<file path="config.mk">
export PLATFORM = sky130hd
export DESIGN_NAME = uart_rx_fifo
export DESIGN_NICKNAME = d
export VERILOG_FILES = /design/src/rtl/uart_pkg.sv /design/src/rtl/uart_fifo_mem.sv /design/src/rtl/uart_rx_fifo.sv
export SDC_FILE = /design/constraint.sdc
export NUM_CORES = 1
export LEC_CHECK = 0
export ABC_AREA = 0
export BUFFER_PORTS_ARGS = -buffer_cell sky130_fd_sc_hd__buf_2
export CAP_MARGIN = 30
export CORE_ASPECT_RATIO = 1.2
export CORE_MARGIN = 2
export CORE_UTILIZATION = 40
export DETAILED_ROUTE_END_ITERATION = 10
export GPL_ROUTABILITY_DRIVEN = 0
export HOLD_SLACK_MARGIN = 0.06
export SYNTH_ARGS = -nofsm -noshare
export SYNTH_HDL_FRONTEND = slang
export SYNTH_SLANG_ARGS = --single-unit
</file>
<file path="constraint.sdc">
create_clock -name CLK -period 4.97 [get_ports CLK]
set_clock_uncertainty 0.2 [all_clocks]
set_input_delay 0.2485 -clock CLK [delete_from_list [all_inputs] [get_ports CLK]]
set_output_delay 0.2485 -clock CLK [all_outputs]
set_load 0.02 [all_outputs]
</file>
<file path="src/rtl/uart_pkg.sv">
// Shared UART definitions: character and receive-FIFO entry layout, plus a constant clog2 helper.
package uart_pkg;

    localparam int unsigned UART_DATA_W  = 8;
    localparam int unsigned RXF_ENTRY_W  = 10;
    localparam int unsigned RXF_DATA_LSB = 0;
    localparam int unsigned RXF_PERR_BIT = 8;
    localparam int unsigned RXF_FERR_BIT = 9;

    // Ceiling log2, usable in parameter expressions; clog2(1) = 0.
    function automatic int unsigned clog2(input int unsigned value);
        int unsigned r;
        int unsigned v;
        r = 0;
        v = (value > 0) ? value - 1 : 0;
        while (v > 0) begin
            r = r + 1;
            v = v >> 1;
        end
        return r;
    endfunction

endpackage

</file>
<file path="src/rtl/uart_fifo_mem.sv">
// Simple dual-port entry storage: synchronous write, asynchronous read.
// Isolated so a technology RAM can replace it without touching the FIFO control.
module uart_fifo_mem
    import uart_pkg::*;
#(
    parameter int unsigned DEPTH = 16,
    parameter int unsigned AW    = clog2(DEPTH)
) (
    input  logic                   i_clk,
    input  logic                   i_wr_en,
    input  logic [AW-1:0]          i_wr_addr,
    input  logic [RXF_ENTRY_W-1:0] i_wr_data,
    input  logic [AW-1:0]          i_rd_addr,
    output logic [RXF_ENTRY_W-1:0] o_rd_data
);

    logic [RXF_ENTRY_W-1:0] r_mem [DEPTH];

    always_ff @(posedge i_clk) begin
        if (i_wr_en) begin
            r_mem[i_wr_addr] <= i_wr_data;
        end
    end

    assign o_rd_data = r_mem[i_rd_addr];

endmodule

</file>
<file path="src/rtl/uart_rx_fifo.sv">
// UART receive buffer: stores {ferr, perr, data} per character and presents the oldest entry
// first-word-fall-through, with occupancy flags and a sticky overflow indicator.
module uart_rx_fifo
    import uart_pkg::*;
#(
    parameter  int unsigned DEPTH    = 16,
    parameter  int unsigned AF_LEVEL = 12,
    localparam int unsigned AW       = clog2(DEPTH),
    localparam int unsigned CW       = AW + 1
) (
    input  logic                   CLK,
    input  logic                   RESET,
    input  logic                   wr_en,
    input  logic [UART_DATA_W-1:0] wr_data,
    input  logic                   wr_perr,
    input  logic                   wr_ferr,
    input  logic                   rd_en,
    output logic [UART_DATA_W-1:0] rd_data,
    output logic                   rd_perr,
    output logic                   rd_ferr,
    output logic                   empty,
    output logic                   full,
    output logic                   almost_full,
    output logic [CW-1:0]          count,
    output logic                   overflow,
    input  logic                   clr_overflow
);

    logic [AW-1:0]          r_wr_ptr;
    logic [AW-1:0]          r_rd_ptr;
    logic [CW-1:0]          r_count;
    logic                   r_overflow;
    logic                   w_empty;
    logic                   w_full;
    logic                   w_wr_ok;
    logic                   w_rd_ok;
    logic                   w_ovf_set;
    logic [RXF_ENTRY_W-1:0] w_wr_entry;
    logic [RXF_ENTRY_W-1:0] w_rd_entry;

    // Flags come straight from the registered count, so wr_en/rd_en never reach them.
    assign w_empty = (r_count == CW'(0));
    assign w_full  = (r_count == CW'(DEPTH));

    // A pop in the same cycle frees the slot, so a write at full is still accepted.
    assign w_wr_ok   = wr_en & (~w_full | rd_en);
    assign w_rd_ok   = rd_en & ~w_empty;
    assign w_ovf_set = wr_en & w_full & ~rd_en;

    always_comb begin
        w_wr_entry                                   = '0;
        w_wr_entry[RXF_DATA_LSB +: UART_DATA_W]      = wr_data;
        w_wr_entry[RXF_PERR_BIT]                     = wr_perr;
        w_wr_entry[RXF_FERR_BIT]                     = wr_ferr;
    end

    always_ff @(posedge CLK) begin
        if (RESET) begin
            r_wr_ptr   <= '0;
            r_rd_ptr   <= '0;
            r_count    <= '0;
            r_overflow <= 1'b0;
        end else begin
            if (w_wr_ok) begin
                r_wr_ptr <= r_wr_ptr + AW'(1);
            end
            if (w_rd_ok) begin
                r_rd_ptr <= r_rd_ptr + AW'(1);
            end
            if (w_wr_ok && !w_rd_ok) begin
                r_count <= r_count + CW'(1);
            end else if (w_rd_ok && !w_wr_ok) begin
                r_count <= r_count - CW'(1);
            end
            // A dropped write outranks a same-cycle clear so the loss is never missed.
            if (w_ovf_set) begin
                r_overflow <= 1'b1;
            end else if (clr_overflow) begin
                r_overflow <= 1'b0;
            end
        end
    end

    uart_fifo_mem #(
        .DEPTH (DEPTH),
        .AW    (AW)
    ) u_mem (
        .i_clk     (CLK),
        .i_wr_en   (w_wr_ok),
        .i_wr_addr (r_wr_ptr),
        .i_wr_data (w_wr_entry),
        .i_rd_addr (r_rd_ptr),
        .o_rd_data (w_rd_entry)
    );

    assign rd_data     = w_rd_entry[RXF_DATA_LSB +: UART_DATA_W];
    assign rd_perr     = w_rd_entry[RXF_PERR_BIT];
    assign rd_ferr     = w_rd_entry[RXF_FERR_BIT];
    assign empty       = w_empty;
    assign full        = w_full;
    assign almost_full = (r_count >= CW'(AF_LEVEL));
    assign count       = r_count;
    assign overflow    = r_overflow;

endmodule

</file>
==> results_dict.tcl, run 1 <==
set metrics [dict create \
    status "completed" \
    area_growth_syn_to_layout_pct 19.0 \
    ys_ff_latch 178 \
    grt_max_degree 32 \
    async_flop_share_pct 0 \
    io_pins 34 \
    slew_viol_final 0 \
    htree_levels 4 \
    start_kind "register" \
    max-slew-margin-rel_pct 35.3 \
    dp_hpwl_um 8890 \
    yosysUniqueCellTypes 36 \
    start_util_pct 40.3 \
    min_path_type "input port to register" \
    grt_pass1_vias 3591 \
    mostFrequentLayoutCell "edfxtp_1" \
    cts_tree "built" \
    buffer_ports.inserted 33 \
    peakVddDrop_mv 0.243 \
    finalHoldViolCount 0 \
    cp_slowest_stage_delay_ns 0.79 \
    drcViolationCount 0 \
    synth_top_flop_cell "edfxtp_1" \
    ant_nets 0 \
    fin_crit_ns 3.32 \
    cp-endpoint "rd_data[2]" \
    rows 53 \
    fin_setup_tns_ns 0 \
    track_usage_pct 15.3 \
    crit_slowest_cell "dfxtp_2" \
    p_leak_nw 2.79 \
    routed_wl_um 13400 \
    power_density_nw_per_um2 472 \
    synth_warnings 0 \
    wl_per_cell_um 20.0 \
    crit_chain "buf_4 -> mux4_2 -> a22oi_1 -> nand2_1 -> buf_2" \
    r2r_setup_slack_ns 1.78 \
    reg2reg_from "count[0]$_SDFFE_PP0P_" \
    crit-reg2reg-capture "count[4]$_SDFFE_PP0P_" \
    antenna_found_initial 0 \
    endpoint_kind "output pin" \
    post-cts-setup-buffers 0 \
    layout_common_cells "160 x edfxtp_1, 40 x mux4_2, 33 x buf_2" \
    fp.dieH_um 149 \
    insertion_delay_ns 0.42 \
    cap_violations 0 \
    hold_slack_ns 0.116 \
    coreArea_um2 17400 \
    syn_area_um2 7010 \
    setup-violations-final 0 \
    fin_crit_sh_pct 66.8 \
    root_buffer "clkbuf_16" \
    nets 464 \
    max_slew.worst_pin.slew_ns 0.968 \
    dieArea_um2 18600 \
    avgViaCountPerCell 5.19 \
    cp_max_fo 22 \
    syn_nets 395 \
    vias 3482 \
    rsz0062_at_grt "no" \
    cts_sinks 178 \
    drive_gt1_share_pct 29.3 \
    numCtsBuffers 17 \
    synthCells 369 \
    drtPass1Iterations 4 \
    critPathKind "register to output pin" \
    gr-total-overflow 0 \
    max_freq_ghz 0.301 \
    critPathArrivalTime_ns 2.87 \
    reg2regPathDepth 10 \
    cts_resized 0 \
    clockBufferDepth 2 \
    antenna_cells 0 \
    seq_area_frac_synth_pct 73.7 \
    die_x_um 125 \
    synth_edf_count 160 \
    cts.clk_slew.worst_paths_ns 0.07 \
    cp_data_required_time_ns 4.52 \
    drtIter0Drc 386 \
    grt_pass1_wl_um 20700 \
    syn_avg_cell_area_um2 19.0 \
]
logic make-up (layout without fill, tap and decap cells):
group	Yosys count	after routing	synth area share (%)
DFF	178	178	73.7
and+or+nand+nor	69	69	4.50
muxes	42	42	13.2
AOI/OAI and AO/OA	36	36	4.04
buffers and inverters	25	107	1.52
adders and majority gates	11	11	2.07
xor gates and xnor gates	8	8	1.00
repair_timing:
item,in CTS,in global routing
hold endpoints to repair,177,0
setup endpoints to repair,0,0
hold buffers,15,0
layer usage:
| metal | global-route usage, % | wire length (µm) | share of wire [%] | vias up |
|---|---|---|---|---|
| li1 | - | - | - | 1611 |
| met1 | 18.9 | 5770 | 43 | 1792 |
| met2 | 26.4 | 7060 | 53 | 66 |
| met3 | 3.77 | 388 | 2.9 | 13 |
| met4 | 5.61 | 178 | 1.3 | 0 |
| met5 | 0 | 0 | 0 | - |
how the worst min path moves through the flow:
stage	from	endpoint	slack, ns	depth (start not counted)
4_1_cts	rd_en	register	0.1	4
3_3_place_gp	r_wr_ptr[1]$_SDFFE_PP0P_	r_wr_ptr[1]$_SDFFE_PP0P_	0.31	2
3_5_place_dp	r_wr_ptr[1]$_SDFFE_PP0P_	r_wr_ptr[1]$_SDFFE_PP0P_	0.31	2
2_1_floorplan	wr_data[0]	u_mem.r_mem[0][0]$_DFFE_PP_	0.15	0
6_report	rd_en	register	0.12	4
5_1_grt	rd_en	r_wr_ptr[1]$_SDFFE_PP0P_	0.13	4
registers in the layout, indices dropped and copies added (netlist names), named ones only:
signal / cells
count: 5
overflow: 1
r_rd_ptr: 4
u_mem.r_mem: 160
r_wr_ptr: 4
cells in the mapped netlist (2+ instances only):
cell type / number / share of area (%)
nand2_1: 15 / 0.80
xor2_1: 6 / 0.75
nor2_1: 31 / 1.7
o211ai_1: 2 / 0.21
clkbuf_1: 11 / 0.59
mux4_2: 40 / 13
nor3_1: 5 / 0.36
a21oi_1: 7 / 0.50
inv_1: 7 / 0.38
ha_1: 10 / 1.8
nand2b_1: 2 / 0.18
nand3b_1: 2 / 0.21
a22oi_1: 20 / 2.1
buf_1: 2 / 0.11
buf_2: 4 / 0.29
dfxtp_1: 18 / 5.1
edfxtp_1: 160 / 69
nor2b_1: 3 / 0.27
xnor2_1: 2 / 0.25
nand3_1: 6 / 0.43
stage by stage:
| stage | total power, mW | utilization [%] | std cells | cell area (µm²) | setup WS (ns) |
|---|---|---|---|---|---|
| floorplan | 2.45 | - | 369 | 7010 | 1.90 |
| global placement | 2.65 | 42.7 | 609 | 7430 | 1.87 |
| detailed placement | 2.68 | 43.7 | 624 | 7590 | 1.82 |
| CTS | 3.98 | 48.0 | 671 | 8340 | 1.51 |
| global route | 4.12 | 48.0 | 671 | 8340 | 1.35 |
| finish | 3.93 | 48.0 | 671 | 8340 | 1.65 |
critical path, delay by kind of cell, from the launching register on:
| kind | cells | cell delay, ns |
|---|---|---|
| muxes | 1 | 0.56 |
| AOI/OAI and AO/OA | 1 | 0.25 |
| and+or+nand+nor | 1 | 0.13 |
| buffers and inverters | 2 | 0.70 |
| DFF | 1 | 0.79 |
area by class of cell:
class	count	area, µm²
Fill cell	1475	9040
Clock inverter	2	11.3
Clock buffer	30	581
Sequential cell	178	5170
Tap cell	220	275
Inverter	7	26.3
Multi-Input combinational cell	166	1760
Timing Repair Buffer	68	519
power breakdown:
part	internal [mW]	switching [mW]	leakage, nW
sequential	1.69	0.0898	1.59
clock	0.791	0.507	0.294
combinational	0.416	0.440	0.908
Note: power is estimated with default switching activity, not from simulation.
==> run 2: changes to the inputs <==
- ABC_AREA: 0 -> 1
- clock period: 4.97 -> 3.09 ns (I/O delays scaled with it)
==> results_dict.tcl, run 2 <==
set metrics [dict create \
    status "completed" \
    cts.clk_slew.worst_paths_ns 0.07 \
    endpoint_kind "register" \
    numCtsBuffers 17 \
    mostFrequentLayoutCell "edfxtp_1" \
    finalHoldViolCount 0 \
    drtIter0Drc 400 \
    wl_per_cell_um 17.0 \
    synth_top_flop_cell "edfxtp_1" \
    min_path_cells 2 \
    synth_common_cells "160 x edfxtp_1, 145 x nand2_1, 86 x nor2_1, 68 x nand3_1, 55 x inv_1" \
    min-delay-start "r_rd_ptr[3]$_SDFFE_PP0P_" \
    min_path_type "register to register" \
    grt_pass1_vias 4929 \
    fillers 1683 \
    root_buffer "clkbuf_16" \
    drive_gt1_share_pct 13.6 \
    cts_sinks 178 \
    critPathKind "register to register" \
    io_pins 34 \
    area_growth_syn_to_layout_pct 17.0 \
    final_cells 1012 \
    cp_data_required_time_ns 3.24 \
    cap_violations 0 \
    insertion_delay_ns 0.42 \
    top_register "u_mem.r_mem" \
    ant_nets 0 \
    synth_edf_count 160 \
    gr-total-overflow 0 \
    multi_input_area_um2 1990 \
    setup-violations-final 0 \
    rsz0062_at_grt "no" \
    syn_nets 708 \
    yosys-top-cells-area "edfxtp_1 64%, nand2_1 7.2%, dfxtp_1 4.8%, nand3_1 4.5%, nor2_1 4.3%" \
    max-slew-margin-rel_pct 64.3 \
    dp_cells 964 \
    dp_hpwl_um 10100 \
    post-cts-setup-buffers 0 \
    hold_end "r_rd_ptr[3]$_SDFFE_PP0P_" \
    p_leak_nw 3.35 \
    reg2regPathDepth 13 \
    r2r_setup_slack_ns 0.54 \
    rows 55 \
    fin_crit_sh_pct 82.5 \
    seq_area_um2 5170 \
    antenna_cells 0 \
    synth.most_common_cell "edfxtp_1" \
    yosysUniqueCellTypes 26 \
    seq_area_frac_synth_pct 68.5 \
    slew_viol_final 0 \
    power_density_nw_per_um2 737 \
    clockBufferDepth 2 \
    ys_ff_latch 178 \
    antenna_found_initial 0 \
    cts_tree "built" \
    drcViolationCount 0 \
    vias 5039 \
    stdcell_area_um2 8820 \
    async_flop_share_pct 0 \
    start_kind "register" \
    syn_area_um2 7540 \
    peakVddDrop_mv 0.395 \
    grt_max_degree 108 \
    total_power_mw 6.50 \
    dpl-instance-area_um2 8100 \
    synthCells 682 \
    yosys.area.top_type "edfxtp_1" \
    reg2reg_from "count[0]$_SDFFE_PP0P_" \
    max_freq_ghz 0.392 \
    fin_setup_tns_ns 0 \
    drtPass1Iterations 6 \
    layout_common_cells "160 x edfxtp_1, 145 x nand2_1, 86 x nor2_1" \
    hold_slack_ns 0.310 \
    routed_wl_um 17200 \
    dieArea_um2 20000 \
    cp_max_fo 6 \
    largest_register_ffs 160 \
    htree_levels 4 \
    die_x_um 129 \
    critPathArrivalTime_ns 2.70 \
    avgViaCountPerCell 4.98 \
    coreArea_um2 18600 \
    max_slew.worst_pin.slew_ns 0.535 \
    buffer_ports.inserted 33 \
    track_usage_pct 18.1 \
    grt_pass1_wl_um 26900 \
    nets 769 \
    synth_top_area_share_pct 63.8 \
    fin_crit_ns 2.55 \
    start_util_pct 40.4 \
    fp.dieH_um 154 \
    synth_warnings 0 \
    syn_avg_cell_area_um2 11.0 \
    crit-reg2reg-capture "count[4]$_SDFFE_PP0P_" \
]
run 2: report_power, final:
part	internal (mW)	leakage [nW]	switching, mW
Clock	1.12	0.257	0.920
Combinational	0.566	1.50	1.11
Sequential	2.71	1.59	0.0675
Total	4.40	3.35	2.10
run 2: worst max-delay path, cell delays in order, from the launching register on:
cell and delay (ns):
dfxtp_1 0.36, nor2_1 0.22, nand4_1 0.18, nand2_2 0.10, inv_1 0.07, ha_1 0.23
inv_1 0.17, ha_1 0.27, or2_2 0.31, nand2_1 0.07, nand2_1 0.05, nand2_1 0.06
nand2_1 0.05, a21oi_1 0.12
run 2: area by class of cell:
class,count,area share [%]
Clock buffer,18,4.87
Clock inverter,14,1.48
Inverter,58,2.47
Multi-Input combinational cell,413,22.6
Sequential cell,178,58.6
Tap cell,256,3.63
Timing Repair Buffer,75,6.33
run 2: layer usage:
layer	up-vias	GRT usage [%]	part of all wire, %
met2	107	31.0	51
met1	2442	22.2	42
met3	28	4.08	3.5
met4	0	6.83	2.8
met5	-	0	0
li1	2462	-	-
run 2: cell families after synthesis:
logic type / Yosys count / share of synthesized area, %
buf+inv: 91 / 5.43
simple gates: 315 / 17.2
flops: 178 / 68.5
fa+ha+maj: 11 / 1.93
compound gates: 84 / 6.61
xor+xnor: 3 / 0.349
run 2: how the worst max path moves through the flow:
stage / start / end / slack [ns] / cells after the start
floorplan: count[2]$_SDFFE_PP0P_ / count[4]$_SDFFE_PP0P_ / 0.70 / 13
global placement: count[0]$_SDFFE_PP0P_ / count[4]$_SDFFE_PP0P_ / 0.71 / 13
detailed placement: count[0]$_SDFFE_PP0P_ / count[4]$_SDFFE_PP0P_ / 0.55 / 13
CTS: count[0]$_SDFFE_PP0P_ / count[4]$_SDFFE_PP0P_ / 0.54 / 13
global route: count[2]$_SDFFE_PP0P_ / count[4]$_SDFFE_PP0P_ / 0.40 / 13
finish: count[0]$_SDFFE_PP0P_ / count[4]$_SDFFE_PP0P_ / 0.54 / 13
run 2: per-stage QoR:
step / utilization (%) / worst slack [ns]
after floorplan: - / 0.698
after detailed placement: 43.4 / 0.554
after global placement: 43.4 / 0.712
after CTS: 47.3 / 0.539
final: 47.3 / 0.539
after global routing: 47.3 / 0.403
run 2: what timing repair did:
action,in CTS,in global routing
resized for setup,0,0
hold buffers,16,0
hold endpoints to repair,178,0
